===== src/rtl/rv32_mem_stage.sv =====
// -----------------------------------------------------------------------------
// rv32_mem_stage
//   Memory stage of the RV32 pipeline. Takes the exec buffer, drives the data
//   bus for loads and stores and registers the result into the mem buffer,
//   which writeback reads and which feeds the exec-stage bypass.
//   Store data is replicated across byte lanes. Load data is taken from the
//   lane selected by the address and then sign- or zero-extended. While a bus
//   transaction is outstanding the stage asks hazard control to freeze.
//
// Ports
//   clk              clock
//   resetn           synchronous active-low reset
//   exec_data        exec buffer: instr, pc, decoded_instr, mem_addr, wb_result
//   mem_data         registered mem buffer: instr, pc, decoded_instr, wb_result
//   stop             downstream freeze; mem_data holds while high
//   stall_req        freeze request; the exec buffer holds while high
//   dbus_req_valid   bus request valid
//   dbus_req_ready   bus request accepted when valid & ready
//   dbus_addr        word-aligned bus address
//   dbus_we          1 = store
//   dbus_be          byte enables
//   dbus_wdata       store data replicated across lanes
//   dbus_rsp_valid   load response valid
//   dbus_rdata       load response word
//   misaligned_fault one-cycle pulse, aligned with the faulting instr in mem_data
//   bus_error        one-cycle pulse, aligned with the timed-out load in mem_data
// -----------------------------------------------------------------------------

package rv32_pkg;

    localparam logic [31:0] RV_NOP = 32'h0000_0013;

    typedef enum logic [3:0] {
        MEM_NONE,
        MEM_LB,
        MEM_LH,
        MEM_LW,
        MEM_LBU,
        MEM_LHU,
        MEM_SB,
        MEM_SH,
        MEM_SW
    } mem_op_t;

    typedef struct packed {
        logic [4:0] rd;
        logic       rd_we;
        mem_op_t    mem_op;
    } decoded_instr_t;

    typedef struct packed {
        logic [31:0]    instr;
        logic [31:0]    pc;
        decoded_instr_t decoded_instr;
        logic [31:0]    mem_addr;
        logic [31:0]    wb_result;
    } exec_buffer_data_t;

    typedef struct packed {
        logic [31:0]    instr;
        logic [31:0]    pc;
        decoded_instr_t decoded_instr;
        logic [31:0]    wb_result;
    } mem_buffer_data_t;

    function automatic decoded_instr_t create_nop_ctrl();
        decoded_instr_t ctrl;
        ctrl.rd     = 5'd0;
        ctrl.rd_we  = 1'b0;
        ctrl.mem_op = MEM_NONE;
        return ctrl;
    endfunction

    function automatic mem_buffer_data_t create_nop_mem();
        mem_buffer_data_t m;
        m.instr         = RV_NOP;
        m.pc            = 32'h0;
        m.decoded_instr = create_nop_ctrl();
        m.wb_result     = 32'h0;
        return m;
    endfunction

endpackage

// State table
//   state    | meaning
//   IDLE     | no transaction; pass-through, misaligned faults, new requests
//   REQ      | request presented, waiting for dbus_req_ready
//   WAIT_RSP | load accepted, waiting for dbus_rsp_valid or timeout
//   HOLD     | result parked in pending while stop is high; released when stop falls
module rv32_mem_stage
    import rv32_pkg::*;
#(
    parameter int unsigned TIMEOUT_CYCLES = 256
) (
    input  logic              clk,
    input  logic              resetn,
    input  exec_buffer_data_t exec_data,
    output mem_buffer_data_t  mem_data,
    input  logic              stop,
    output logic              stall_req,
    output logic              dbus_req_valid,
    input  logic              dbus_req_ready,
    output logic [31:0]       dbus_addr,
    output logic              dbus_we,
    output logic [3:0]        dbus_be,
    output logic [31:0]       dbus_wdata,
    input  logic              dbus_rsp_valid,
    input  logic [31:0]       dbus_rdata,
    output logic              misaligned_fault,
    output logic              bus_error
);

    localparam int CNT_W = (TIMEOUT_CYCLES > 1) ? $clog2(TIMEOUT_CYCLES + 1) : 1;

    typedef enum logic [1:0] {
        S_IDLE,
        S_REQ,
        S_WAIT_RSP,
        S_HOLD
    } state_t;

    state_t            state_q;
    state_t            state_d;
    logic [CNT_W-1:0]  wait_cnt;
    mem_buffer_data_t  pending;
    logic              pending_err;

    mem_op_t           mem_op;
    logic [1:0]        lane;
    logic              is_load;
    logic              is_store;
    logic              is_mem;
    logic              is_half;
    logic              is_word;
    logic              misaligned;
    logic [3:0]        lane_be;
    logic [31:0]       lane_wdata;
    logic [31:0]       load_data;
    logic [31:0]       rdata_shifted;

    logic              req_valid;
    logic              commit;
    logic              park;
    logic              release_hold;
    logic              rsp_done;
    logic              res_fault;
    logic              res_err;
    mem_buffer_data_t  result_d;

    // ---------------------------------------------------------------- decode
    assign mem_op = exec_data.decoded_instr.mem_op;
    assign lane   = exec_data.mem_addr[1:0];

    always_comb begin
        is_load  = 1'b0;
        is_store = 1'b0;
        is_half  = 1'b0;
        is_word  = 1'b0;
        case (mem_op)
            MEM_LB, MEM_LBU: is_load = 1'b1;
            MEM_LH, MEM_LHU: begin is_load = 1'b1; is_half = 1'b1; end
            MEM_LW:          begin is_load = 1'b1; is_word = 1'b1; end
            MEM_SB:          is_store = 1'b1;
            MEM_SH:          begin is_store = 1'b1; is_half = 1'b1; end
            MEM_SW:          begin is_store = 1'b1; is_word = 1'b1; end
            default:         ;
        endcase
    end

    assign is_mem     = is_load | is_store;
    assign misaligned = (is_half && lane[0]) || (is_word && (lane != 2'b00));

    always_comb begin
        if (is_word) begin
            lane_be    = 4'b1111;
            lane_wdata = exec_data.wb_result;
        end else if (is_half) begin
            lane_be    = lane[1] ? 4'b1100 : 4'b0011;
            lane_wdata = {2{exec_data.wb_result[15:0]}};
        end else begin
            lane_be    = 4'b0001 << lane;
            lane_wdata = {4{exec_data.wb_result[7:0]}};
        end
    end

    // Bring the addressed lane down to bit 0 before extending.
    assign rdata_shifted = dbus_rdata >> {lane, 3'b000};

    always_comb begin
        case (mem_op)
            MEM_LB:  load_data = {{24{rdata_shifted[7]}}, rdata_shifted[7:0]};
            MEM_LBU: load_data = {24'h0, rdata_shifted[7:0]};
            MEM_LH:  load_data = {{16{rdata_shifted[15]}}, rdata_shifted[15:0]};
            MEM_LHU: load_data = {16'h0, rdata_shifted[15:0]};
            default: load_data = dbus_rdata;
        endcase
    end

    // ---------------------------------------------------------------- bus
    assign dbus_req_valid = req_valid;
    assign dbus_addr      = req_valid ? {exec_data.mem_addr[31:2], 2'b00} : 32'h0;
    assign dbus_we        = req_valid & is_store;
    assign dbus_be        = req_valid ? lane_be : 4'b0000;
    assign dbus_wdata     = (req_valid && is_store) ? lane_wdata : 32'h0;

    // ---------------------------------------------------------------- FSM
    always_ff @(posedge clk) begin
        if (!resetn) begin
            state_q <= S_IDLE;
        end else begin
            state_q <= state_d;
        end
    end

    always_comb begin
        state_d               = state_q;
        req_valid             = 1'b0;
        stall_req             = 1'b0;
        commit                = 1'b0;
        park                  = 1'b0;
        release_hold          = 1'b0;
        rsp_done              = 1'b0;
        res_fault             = 1'b0;
        res_err               = 1'b0;
        result_d.instr         = exec_data.instr;
        result_d.pc            = exec_data.pc;
        result_d.decoded_instr = exec_data.decoded_instr;
        result_d.wb_result     = 32'h0;

        case (state_q)
            S_IDLE: begin
                if (!stop) begin
                    if (!is_mem) begin
                        commit             = 1'b1;
                        result_d.wb_result = exec_data.wb_result;
                    end else if (misaligned) begin
                        commit    = 1'b1;
                        res_fault = 1'b1;
                    end else begin
                        req_valid = 1'b1;
                        if (!dbus_req_ready) begin
                            stall_req = 1'b1;
                            state_d   = S_REQ;
                        end else if (is_store) begin
                            commit = 1'b1;
                        end else begin
                            stall_req = 1'b1;
                            state_d   = S_WAIT_RSP;
                        end
                    end
                end
            end

            S_REQ: begin
                req_valid = 1'b1;
                stall_req = 1'b1;
                if (dbus_req_ready) begin
                    if (is_load) begin
                        state_d = S_WAIT_RSP;
                    end else if (stop) begin
                        park    = 1'b1;
                        state_d = S_HOLD;
                    end else begin
                        commit    = 1'b1;
                        stall_req = 1'b0;
                        state_d   = S_IDLE;
                    end
                end
            end

            S_WAIT_RSP: begin
                stall_req = 1'b1;
                if (dbus_rsp_valid) begin
                    result_d.wb_result = load_data;
                    rsp_done           = 1'b1;
                end else if ((TIMEOUT_CYCLES != 0) && (wait_cnt == CNT_W'(TIMEOUT_CYCLES))) begin
                    res_err  = 1'b1;
                    rsp_done = 1'b1;
                end
                if (rsp_done) begin
                    if (stop) begin
                        park    = 1'b1;
                        state_d = S_HOLD;
                    end else begin
                        commit    = 1'b1;
                        stall_req = 1'b0;
                        state_d   = S_IDLE;
                    end
                end
            end

            S_HOLD: begin
                stall_req = 1'b1;
                // Releasing the pending result is the completion cycle, so the
                // exec buffer must be allowed to advance at this same edge.
                if (!stop) begin
                    release_hold = 1'b1;
                    stall_req    = 1'b0;
                    state_d      = S_IDLE;
                end
            end

            default: state_d = S_IDLE;
        endcase
    end

    // ---------------------------------------------------------------- datapath regs
    always_ff @(posedge clk) begin
        if (!resetn) begin
            wait_cnt         <= '0;
            mem_data         <= create_nop_mem();
            pending          <= create_nop_mem();
            pending_err      <= 1'b0;
            misaligned_fault <= 1'b0;
            bus_error        <= 1'b0;
        end else begin
            if (state_q == S_WAIT_RSP) begin
                wait_cnt <= wait_cnt + CNT_W'(1);
            end else begin
                wait_cnt <= '0;
            end

            misaligned_fault <= 1'b0;
            bus_error        <= 1'b0;

            if (commit) begin
                mem_data         <= result_d;
                misaligned_fault <= res_fault;
                bus_error        <= res_err;
            end else if (release_hold) begin
                mem_data  <= pending;
                bus_error <= pending_err;
            end

            if (park) begin
                pending     <= result_d;
                pending_err <= res_err;
            end
        end
    end

endmodule

===== config.mk =====
export PLATFORM = sky130hd
export DESIGN_NAME = rv32_mem_stage
export DESIGN_NICKNAME = d
export VERILOG_FILES = /design/src/rtl/rv32_mem_stage.sv
export SDC_FILE = /design/constraint.sdc
export NUM_CORES = 1
export LEC_CHECK = 0
export ABC_AREA = 1
export BUFFER_PORTS_ARGS = -buffer_cell sky130_fd_sc_hd__buf_2
export CORE_MARGIN = 1
export CORE_UTILIZATION = 38
export DETAILED_ROUTE_END_ITERATION = 12
export REMOVE_ABC_BUFFERS = 1
export SLEW_MARGIN = 25
export SYNTH_ARGS = -nofsm -noshare
export SYNTH_HDL_FRONTEND = slang
export SYNTH_SLANG_ARGS = --single-unit

===== constraint.sdc =====
create_clock -name clk -period 1.7 [get_ports clk]
set_input_delay 0.085 -clock clk [delete_from_list [all_inputs] [get_ports clk]]
set_output_delay 0.085 -clock clk [all_outputs]
set_load 0.03 [all_outputs]

==> results.rst, run 1 <==
.. list-table::
   :header-rows: 1

   * - Metric
     - Value
   * - Most frequent cells in the layout
     - 405 x sky130_fd_sc_hd__nand2_1, 283 x sky130_fd_sc_hd__buf_2, 238 x sky130_fd_sc_hd__nand3_1
   * - CTS buffer count
     - 27
   * - Critical Path End Type
     - primary output
   * - Post-route antenna net violation count
     - 0
   * - Drt drc
     - 0
   * - Combinational cell fraction of total power
     - 53.3%
   * - Power density cells
     - 1338 nW/µm²
   * - FP Rows
     - 65
   * - Post-synthesis cell type count
     - 31
   * - Final setup violating endpoints
     - 286
   * - Sinks on Clock Net
     - 226
   * - Largest buffer count on any clock path
     - 3
   * - Clock tree from TritonCTS
     - yes
   * - Highest clock frequency the design can meet
     - 449.6 MHz
   * - Worst VDD drop
     - 0.7932 mV
   * - Min-Delay Path Class
     - input pin to flop
   * - Final Instance Area
     - 20940 µm²
   * - Total number of vias
     - 15784
   * - Number of H-tree levels
     - 1
   * - Total overflow reported by the global router
     - 0
   * - Crit path arrival time
     - 2.14 ns
   * - Slowest stage cell, crit path
     - sky130_fd_sc_hd__dfxtp_2
   * - Cell area after placement
     - 14960 µm²
   * - Vias in the first global route
     - 14170
   * - Synth Register Bits
     - 226
   * - Detailed Route WL
     - 57.15 mm
   * - Synthesis-to-finish area growth
     - 72.74%
   * - Most area-consuming cells after synthesis
     - sky130_fd_sc_hd__dfxtp_1 37%, sky130_fd_sc_hd__nand2_1 15%, sky130_fd_sc_hd__nand3_1 11%
   * - Max-slew violations
     - 0
   * - Final worst hold slack
     - 0.02647 ns
   * - Global router's overall resource usage
     - 30.47%
   * - HPWL after detailed placement
     - 30.38 mm
   * - Filler cells
     - 2650
   * - Synthesized area per cell
     - 6.162 µm²
   * - Largest stage delay on the critical path
     - 0.33 ns
   * - Effective utilization at floorplan
     - 38.51%
   * - Most frequent CP cell
     - sky130_fd_sc_hd__buf_6
   * - GP Congestion
     - 0.9400
   * - Start of the worst register-to-register path
     - wait_cnt[1]$_SDFF_PN0_
   * - PortBufs
     - 351
   * - Core Box Area
     - 31470 µm²
   * - Category of the critical setup timing path
     - flop to primary output
   * - Leakage power
     - 0.009977 µW
   * - Max-Cap Viols
     - 0
   * - Min cycle time layout
     - 2.224 ns
   * - EDFF count, synth
     - 0
   * - Hold path startpoint
     - dbus_rdata[3]
   * - Area enclosed by the die boundary
     - 32620 µm²
   * - Die width
     - 180.6 µm
   * - First-iteration detailed-routing DRC count
     - 1296
   * - Post-layout worst setup margin
     - -0.5240 ns
   * - Total iterations of the first detailed-routing run
     - 6
   * - Crit start category
     - flop
   * - Share of flip-flops with an asynchronous set or reset
     - 0%
   * - Vertical die dimension
     - 180.6 µm
   * - Ports
     - 354
   * - Fraction of layout instances using a drive strength above 1
     - 39.20%
   * - Final Cycle Share
     - 130.8%
   * - CP required
     - 1.62 ns
   * - Post-Syn Area
     - 12120 µm²
   * - Switching Power
     - 11920 µW
   * - Startpoint of the most critical setup path
     - state_q[0]$_SDFFE_PN0P_
   * - Post-synthesis cell type with the largest combined area
     - sky130_fd_sc_hd__dfxtp_1
   * - Clock tree root buffer cell
     - sky130_fd_sc_hd__clkbuf_16
   * - Clock Pin Slew Worst Setup and Hold Paths
     - 0.06 ns
   * - Switching power share of the total
     - 42.55%
   * - Count of buffering cells on the critical path with inverters included
     - 6
   * - Commonest non-fill, non-tap cell in the layout
     - sky130_fd_sc_hd__nand2_1
   * - Primary flip-flop cell chosen by synthesis mapping
     - sky130_fd_sc_hd__dfxtp_1
   * - Total number of yosys warnings
     - 0
   * - Count of final hold-check violations
     - 0
   * - Initial antenna violation count
     - 2
   * - Post-synthesis sequential area ratio
     - 37.32%
   * - Internal Power
     - 16090 µW
   * - Clock group share of total power
     - 21.3%
   * - Critical path's top delay family
     - buffers and inverters
   * - Maximum fanout count along the critical path
     - 4
   * - Global-route wire length before repair
     - 79.22 mm
   * - Post-synth top area share
     - 37.32%
   * - Failing checks
     - negative setup slack
   * - Total number of nets in the final design
     - 2699
   * - Pin count of the biggest net entering global routing
     - 61
   * - Worst Clk Skew
     - 0.006346 ns
   * - Measured slew at the worst slew-check pin
     - 0.8495 ns
   * - Worst-path cell chain
     - inv_2 -> ha_4 -> inv_4 -> nor2_4 -> nand3_2 -> nand2_2 -> inv_4 -> nor2_4 -> buf_6 -> buf_6 -> nand2_4 -> a21oi_4 -> buf_6
   * - Rel. slew slack
     - 43.37%
   * - Status
     - complete, but fails checks
   * - Detail-routed net length per standard cell
     - 19.45 µm
   * - Sequential Power Share
     - 25.4%
   * - Synth Instances
     - 1967
   * - Via count normalized by instance count
     - 5.371
   * - RSZ-0062 raised after global routing
     - true
   * - Clock insertion delay at the later pin of the skew report
     - 0.54 ns
per-stage QoR:
| step | setup TNS (ns) | utilization, % | power (µW) | cells | setup slack, ns |
|---|---|---|---|---|---|
| floorplan | -574.90 | - | 13200 | 1829 | -3.218 |
| global placement | -50.93 | 47.53 | 16840 | 2705 | -0.2967 |
| detailed placement | -59.99 | 47.53 | 16920 | 2705 | -0.3315 |
| CTS | -88.32 | 61.00 | 24870 | 2908 | -0.6056 |
| global route | -106.62 | 66.52 | 29180 | 2938 | -0.5759 |
| finish | -87.53 | 66.53 | 28010 | 2939 | -0.5240 |
per-layer routing:
metal,global-route usage (%),part of all wire [%]
met5,0,0.023
met4,9.915,3.6
met3,4.749,8.5
met2,50.87,47
met1,40.03,40
area by class of cell:
class	instances	area [µm²]	area share [%]
tap	402	503.0	2.402
clock buffer	37	793.3	3.788
antenna	1	2.502	0.01195
clock inverter	11	116.4	0.5557
inverter	209	822.0	3.926
timing repair buffer	656	6245	29.82
multi-input combinational	1397	7928	37.86
sequential	226	4529	21.63
synth_stat cells, types with 2 or more instances:
library cell and number:
sky130_fd_sc_hd__a21oi_1 207, sky130_fd_sc_hd__a21oi_2 11, sky130_fd_sc_hd__buf_1 11, sky130_fd_sc_hd__buf_2 28
sky130_fd_sc_hd__buf_4 6, sky130_fd_sc_hd__buf_6 12, sky130_fd_sc_hd__clkbuf_1 82, sky130_fd_sc_hd__dfxtp_1 226
sky130_fd_sc_hd__ha_1 7, sky130_fd_sc_hd__inv_1 199, sky130_fd_sc_hd__inv_2 9, sky130_fd_sc_hd__nand2_1 473
sky130_fd_sc_hd__nand2_2 3, sky130_fd_sc_hd__nand2_4 2, sky130_fd_sc_hd__nand3_1 273, sky130_fd_sc_hd__nor2_1 299
sky130_fd_sc_hd__nor3_1 7, sky130_fd_sc_hd__nor4_1 2, sky130_fd_sc_hd__o21ai_0 96, sky130_fd_sc_hd__o21ai_1 3
cells by family (layout without fill, tap and decap cells):
kind of cell	after synthesis	count (layout)	synth area share, %
compound gates	320	320	13.61
xor+xnor	1	1	0.07227
fa+ha+maj	7	7	0.7225
buf+inv	348	913	11.99
flops	226	226	37.32
other cells	1	3	0.03094
simple gates	1064	1067	36.24
worst register-to-register path, stage by stage, from the launching register on:
cell,delay [ns]
sky130_fd_sc_hd__dfxtp_2,0.32
sky130_fd_sc_hd__inv_2,0.07
sky130_fd_sc_hd__ha_4,0.13
sky130_fd_sc_hd__nand2_2,0.04
sky130_fd_sc_hd__nor3_2,0.10
sky130_fd_sc_hd__nand2_1,0.10
sky130_fd_sc_hd__nand2_2,0.14
sky130_fd_sc_hd__nand3_2,0.10
sky130_fd_sc_hd__o21ai_2,0.09
sky130_fd_sc_hd__nand2_4,0.11
sky130_fd_sc_hd__buf_6,0.14
sky130_fd_sc_hd__buf_12,0.14
sky130_fd_sc_hd__buf_12,0.14
sky130_fd_sc_hd__buf_16,0.14
sky130_fd_sc_hd__a21oi_2,0.12
sky130_fd_sc_hd__nor2_1,0.05
what timing repair did:
| item | 4_1_cts | 5_1_grt |
|---|---|---|
| setup buffers | 44 | 17 |
| gates resized for setup | 405 | 337 |
| cloned | 32 | 31 |
| pin swaps | 45 | 103 |
| endpoints found under the hold margin | 151 | 0 |
| endpoints found under the setup margin | 283 | 286 |
| hold buffers | 82 | 0 |
power groups by stage:
stage / sequential, µW / clock (µW) / combinational, µW
detailed placement: 7130 / 0 / 9790
floorplan: 8840 / 0 / 4350
CTS: 7040 / 6030 / 11800
global route: 7220 / 6240 / 15700
global placement: 7100 / 0 / 9740
finish: 7110 / 5980 / 14900
state kept, by name (all words and copies together), names as in the netlist:
signal            flops
pending_err           1
bus_error             1
misaligned_fault      1
mem_data            106
state_q               2
pending             106
wait_cnt              9
final timing paths:
path / cells after the start / slack (ns) / end
max: 13 / -0.52 / dbus_wdata[11]
min: 7 / 0.03 / pending[3]$_SDFFE_PN0P_
max reg2reg: 15 / -0.37 / pending[9]$_SDFFE_PN0P_
min reg2reg: 2 / 0.47 / pending[5]$_SDFFE_PN0P_
Power figures use the tool's default switching activity.
==> run 2, diff against run 1 <==
--- a/config.mk
+++ b/config.mk
@@ -11,6 +11,7 @@
 export CORE_UTILIZATION = 38
 export DETAILED_ROUTE_END_ITERATION = 12
 export REMOVE_ABC_BUFFERS = 1
+export SETUP_SLACK_MARGIN = 0.4
 export SLEW_MARGIN = 25
 export SYNTH_ARGS = -nofsm -noshare
 export SYNTH_HDL_FRONTEND = slang
==> results.rst, run 2 (synthesis gave the netlist of run 1 again) <==
.. list-table::
   :header-rows: 1

   * - Metric
     - Value
   * - Final setup violating endpoints
     - 289
   * - CTS buffer count
     - 27
   * - HPWL after detailed placement
     - 30.38 mm
   * - RSZ-0062 raised after global routing
     - true
   * - Share of the core filled with cells in the final layout
     - 67.24%
   * - CP required
     - 1.62 ns
   * - Vias in the first global route
     - 14333
   * - Power density cells
     - 1334 nW/µm²
   * - Hold path startpoint
     - dbus_rdata[3]
   * - Vertical die dimension
     - 180.6 µm
   * - Start of the worst register-to-register path
     - state_q[1]$_SDFFE_PN0P_
   * - First-iteration detailed-routing DRC count
     - 1337
   * - Detailed Route WL
     - 57.27 mm
   * - Die width
     - 180.6 µm
   * - Min cycle time layout
     - 2.298 ns
   * - Worst reg2reg path depth
     - 17
   * - Final Instance Area
     - 21160 µm²
   * - Initial antenna violation count
     - 2
   * - Maximum fanout count along the critical path
     - 4
   * - GP Congestion
     - 0.9400
   * - Total number of vias
     - 15775
   * - Most frequent cells in the layout
     - 432 x sky130_fd_sc_hd__nand2_1, 283 x sky130_fd_sc_hd__buf_2, 247 x sky130_fd_sc_hd__nand3_1
   * - Crit start category
     - flop
   * - Fraction of layout instances using a drive strength above 1
     - 37.96%
   * - Worst Clk Skew
     - 0.009714 ns
   * - Commonest non-fill, non-tap cell in the layout
     - sky130_fd_sc_hd__nand2_1
   * - Post-layout worst setup margin
     - -0.5980 ns
   * - Final Cycle Share
     - 135.2%
   * - Clock tree from TritonCTS
     - yes
   * - Number of H-tree levels
     - 1
   * - Measured slew at the worst slew-check pin
     - 0.8309 ns
   * - Rel. slew slack
     - 44.61%
   * - Clock tree root buffer cell
     - sky130_fd_sc_hd__clkbuf_16
   * - Min-Delay Path Class
     - input pin to flop
   * - Post-route antenna net violation count
     - 0
   * - Non-filler instance count after layout
     - 2958
   * - Detail-routed net length per standard cell
     - 19.36 µm
   * - Highest clock frequency the design can meet
     - 435.2 MHz
   * - Number of cells on the worst hold path
     - 7
   * - Global-route wire length before repair
     - 79.96 mm
   * - Ports
     - 354
   * - Effective utilization at floorplan
     - 38.51%
   * - Total overflow reported by the global router
     - 0
   * - Critical Path End Type
     - primary output
   * - Worst VDD drop
     - 0.8627 mV
   * - Largest buffer count on any clock path
     - 3
   * - Total number of nets in the final design
     - 2718
   * - Count of final hold-check violations
     - 0
   * - FF-to-FF End
     - mem_data[28]$_SDFFE_PN0P_
   * - FP Rows
     - 65
   * - Sinks on Clock Net
     - 226
   * - DP Cell Count
     - 2705
   * - Max-slew violations
     - 0
   * - Core Box Area
     - 31470 µm²
   * - Pin count of the biggest net entering global routing
     - 61
   * - Category of the critical setup timing path
     - flop to primary output
   * - Largest regs
     - mem_data (106), pending (106), wait_cnt (9)
   * - PortBufs
     - 351
   * - Worst-case register-to-register setup slack
     - -0.44 ns
   * - Drt drc
     - 0
   * - Max-Cap Viols
     - 0
   * - Area enclosed by the die boundary
     - 32620 µm²
   * - Via count normalized by instance count
     - 5.333
   * - Clock insertion delay at the later pin of the skew report
     - 0.54 ns
   * - Global router's overall resource usage
     - 30.72%
   * - Leakage power
     - 0.01015 µW
   * - Cell area after placement
     - 14960 µm²
   * - Failing checks
     - negative setup slack
   * - Clock Pin Slew Worst Setup and Hold Paths
     - 0.06 ns
   * - Total iterations of the first detailed-routing run
     - 6
   * - Hold path endpoint
     - pending[3]$_SDFFE_PN0P_
   * - Status
     - complete, but fails checks
   * - Synthesis-to-finish area growth
     - 74.58%
   * - Crit path arrival time
     - 2.21 ns
==> run 2: area by class of cell <==
cell class,instances,area [µm²]
clock inverters,11,116.4
diodes,1,2.502
fillers,2570,10310
repair buffers,674,6743
well taps,402,503.0
flip-flops and latches,226,4529
multi-input cells,1398,7655
clock buffers,37,793.3
inverters,209,819.5
==> run 2: through the flow <==
step                hold WS [ns]  setup WS (ns)  setup TNS, ns  total power, µW
global placement          0.3070        -0.2967         -50.93            16840
detailed placement        0.3056        -0.3315         -59.99            16920
floorplan                 0.1691         -3.218        -574.90            13200
global route             0.02919        -0.6837        -129.84            29440
CTS                     0.005212        -0.6056         -79.76            25290
finish                   0.02248        -0.5980        -103.61            28240
==> run 2: metal layers <==
| metal | global-route usage [%] | share of wire [%] | routed length [µm] |
|---|---|---|---|
| met1 | 40.03 | 40 | 23190 |
| met2 | 51.32 | 47 | 27020 |
| met3 | 4.830 | 8.3 | 4758 |
| met4 | 10.80 | 4.0 | 2285 |
| met5 | 0 | 0.023 | 13 |
==> run 2: worst max-delay path by stage <==
stage | startpoint | cells past startpoint | end | slack (ns)
global route | state_q[0]$_SDFFE_PN0P_ | 13 | dbus_wdata[24] | -0.68
floorplan | wait_cnt[0]$_SDFF_PN0_ | 12 | pending[7]$_SDFFE_PN0P_ | -3.22
finish | state_q[0]$_SDFFE_PN0P_ | 14 | dbus_wdata[10] | -0.60
detailed placement | exec_data[67] | 13 | mem_data[53]$_SDFFE_PN0P_ | -0.33
CTS | state_q[1]$_SDFFE_PN0P_ | 14 | dbus_wdata[26] | -0.61
global placement | exec_data[67] | 13 | mem_data[49]$_SDFFE_PN0P_ | -0.30
==> run 2: repair_timing <==
action	CTS	global route
hold endpoints to repair	151	0
hold buffers	82	0
pin swaps	53	68
resized for setup	455	223
gates cloned	35	34
setup endpoints to repair	292	293
setup buffers	32	21
==> run 2: critical path: stages, from the launching register on <==
cell	delay (ns)
sky130_fd_sc_hd__dfxtp_2	0.32
sky130_fd_sc_hd__inv_2	0.08
sky130_fd_sc_hd__ha_4	0.13
sky130_fd_sc_hd__inv_2	0.04
sky130_fd_sc_hd__nor2_4	0.09
sky130_fd_sc_hd__nand3_2	0.07
sky130_fd_sc_hd__nand2_2	0.09
sky130_fd_sc_hd__inv_4	0.04
sky130_fd_sc_hd__nor2_4	0.11
sky130_fd_sc_hd__buf_6	0.13
sky130_fd_sc_hd__buf_8	0.13
sky130_fd_sc_hd__buf_6	0.11
sky130_fd_sc_hd__nand2_4	0.05
sky130_fd_sc_hd__a21oi_2	0.13
sky130_fd_sc_hd__buf_6	0.14
==> run 2: report_power, final <==
group	internal (µW)	total (µW)	leakage (µW)	switching (µW)
logic	6410	15200	0.00786	8780
clock network	3550	5970	0.000445	2420
registers	6450	7080	0.00184	628
total	16400	28200	0.0101	11800
==> run 3, diff against run 2 <==
==> constraint.sdc (replaced) <==
create_clock -name clk -period 2.5 [get_ports clk]
set_input_delay 0.125 -clock clk [delete_from_list [all_inputs] [get_ports clk]]
set_output_delay 0.125 -clock clk [all_outputs]
set_load 0.03 [all_outputs]
==> results.rst, run 3 (synthesis gave the netlist of run 1 again) <==
.. list-table::
   :header-rows: 1

   * - Metric
     - Value
   * - Status
     - finished, final reports clean
   * - Power density cells
     - 957.1 nW/µm²
   * - CTS buffer count
     - 27
   * - Total iterations of the first detailed-routing run
     - 5
   * - Maximum fanout count along the critical path
     - 5
   * - Clock tree root buffer cell
     - sky130_fd_sc_hd__clkbuf_16
   * - Capture point of the critical path
     - dbus_wdata[12]
   * - Core Box Area
     - 31470 µm²
   * - Worst VDD drop
     - 0.5965 mV
   * - Worst-case register-to-register setup slack
     - 0.44 ns
   * - Crit path arrival time
     - 2.13 ns
   * - Category of the critical setup timing path
     - flop to primary output
   * - Vertical die dimension
     - 180.6 µm
   * - Largest regs
     - mem_data (106), pending (106), wait_cnt (9)
   * - Total overflow reported by the global router
     - 0
   * - Setup TNS
     - 0 ns
   * - Cell area after placement
     - 14210 µm²
   * - Vias in the first global route
     - 13112
   * - CP required
     - 2.38 ns
   * - Worst Clk Skew
     - 0.01189 ns
   * - Hold path startpoint
     - exec_data[1]
   * - Pin count of the biggest net entering global routing
     - 107
   * - Share of the core filled with cells in the final layout
     - 55.08%
   * - Final setup violating endpoints
     - 0
   * - Critical Path End Type
     - primary output
   * - Min cycle time layout
     - 2.253 ns
   * - Rel. slew slack
     - 53.61%
   * - Area enclosed by the die boundary
     - 32620 µm²
   * - Startpoint of the most critical setup path
     - state_q[0]$_SDFFE_PN0P_
   * - Count of final hold-check violations
     - 0
   * - Overall power
     - 16590 µW
   * - Ports
     - 354
   * - First-iteration detailed-routing DRC count
     - 1209
   * - Most frequent cells in the layout
     - 457 x sky130_fd_sc_hd__nand2_1, 313 x sky130_fd_sc_hd__buf_2, 279 x sky130_fd_sc_hd__nor2_1
   * - Clock Pin Slew Worst Setup and Hold Paths
     - 0.06 ns
   * - Number of H-tree levels
     - 1
   * - HPWL after detailed placement
     - 28.08 mm
   * - Effective utilization at floorplan
     - 38.51%
   * - Highest clock frequency the design can meet
     - 443.9 MHz
   * - Fraction of layout instances using a drive strength above 1
     - 24.80%
   * - Post-layout worst setup margin
     - 0.2470 ns
   * - Global router's overall resource usage
     - 26.91%
   * - Worst-case setup slack after placement
     - 0.2783 ns
   * - Total number of nets in the final design
     - 2558
   * - Clock tree from TritonCTS
     - yes
   * - Post-route antenna net violation count
     - 0
   * - Largest buffer count on any clock path
     - 3
   * - Measured slew at the worst slew-check pin
     - 0.6959 ns
   * - Via count normalized by instance count
     - 5.066
   * - Min-Delay Path Class
     - input pin to flop
   * - RSZ-0062 raised after global routing
     - true
   * - GP Congestion
     - 0.9196
   * - FF-to-FF End
     - mem_data[59]$_SDFFE_PN0P_
   * - Die width
     - 180.6 µm
   * - FP Rows
     - 65
   * - Initial antenna violation count
     - 4
   * - Sinks on Clock Net
     - 226
   * - Global-route wire length before repair
     - 70.97 mm
   * - Max-Cap Viols
     - 0
   * - Total number of vias
     - 14186
   * - Start of the worst register-to-register path
     - state_q[1]$_SDFFE_PN0P_
   * - Final Cycle Share
     - 90.12%
   * - Crit start category
     - flop
   * - Synthesis-to-finish area growth
     - 43.02%
   * - Leakage power
     - 0.008496 µW
   * - Commonest non-fill, non-tap cell in the layout
     - sky130_fd_sc_hd__nand2_1
   * - Worst reg2reg path depth
     - 15
   * - Drt drc
     - 0
   * - Max-slew violations
     - 0
   * - PortBufs
     - 351
   * - Detail-routed net length per standard cell
     - 16.86 µm
   * - Detailed Route WL
     - 47.20 mm
   * - Final Instance Area
     - 17340 µm²
   * - Clock insertion delay at the later pin of the skew report
     - 0.53 ns
## run 3: layer usage
metal | GRT usage, % | wire, µm
met1 | 35.81 | 20570
met2 | 44.05 | 21850
met3 | 4.264 | 3222
met4 | 9.333 | 1543
met5 | 0 | 10
## run 3: worst max-delay path, stage by stage, from the launching register on
cell and delay, ns:
sky130_fd_sc_hd__dfxtp_4 0.36, sky130_fd_sc_hd__buf_4 0.15, sky130_fd_sc_hd__ha_4 0.17, sky130_fd_sc_hd__inv_1 0.07, sky130_fd_sc_hd__nand2_2 0.08, sky130_fd_sc_hd__inv_2 0.05, sky130_fd_sc_hd__nor2_4 0.15, sky130_fd_sc_hd__buf_12 0.17
sky130_fd_sc_hd__nand2_4 0.08, sky130_fd_sc_hd__a21oi_4 0.15, sky130_fd_sc_hd__buf_6 0.16
## run 3: per-stage QoR
stage | hold WS (ns) | instances
floorplan | 0.2091 | 1829
global placement | 0.3509 | 2623
detailed placement | 0.3576 | 2623
CTS | 0.004083 | 2775
global route | 0.03366 | 2798
finish | 0.02740 | 2800
## run 3: repair_timing
| action | CTS | global route |
|---|---|---|
| hold buffers | 80 | 0 |
| buffers inserted | 18 | 13 |
| gates resized for setup | 136 | 117 |
| cloned | 6 | 9 |
| hold endpoints to repair | 150 | 0 |
| endpoints found under the setup margin | 236 | 283 |
| pin swaps | 11 | 17 |
## run 3: power breakdown
part / switching, µW / internal (µW)
Combinational: 4970 / 2610
Sequential: 407 / 4390
Clock: 1590 / 2640
## run 3: layout make-up
class / count / area (µm²)
Multi-Input combinational cell: 1398 / 6678
Clock buffer: 36 / 759.5
Fill cell: 3048 / 14140
Tap cell: 402 / 503.0
Inverter: 209 / 820.8
Sequential cell: 226 / 4532
Antenna cell: 3 / 7.507
Clock inverter: 12 / 193.9
Timing Repair Buffer: 514 / 3842
## run 3: worst min-delay path by stage
stage	slack, ns	end	cells past startpoint
after floorplan	0.21	pending[74]$_SDFFE_PN1P_	1
final	0.03	pending[1]$_SDFFE_PN0P_	5
after CTS	0.004	pending[5]$_SDFFE_PN0P_	5
after global routing	0.03	pending[1]$_SDFFE_PN0P_	5
after global placement	0.35	pending[78]$_SDFFE_PN1P_	3
after detailed placement	0.36	pending[74]$_SDFFE_PN1P_	3
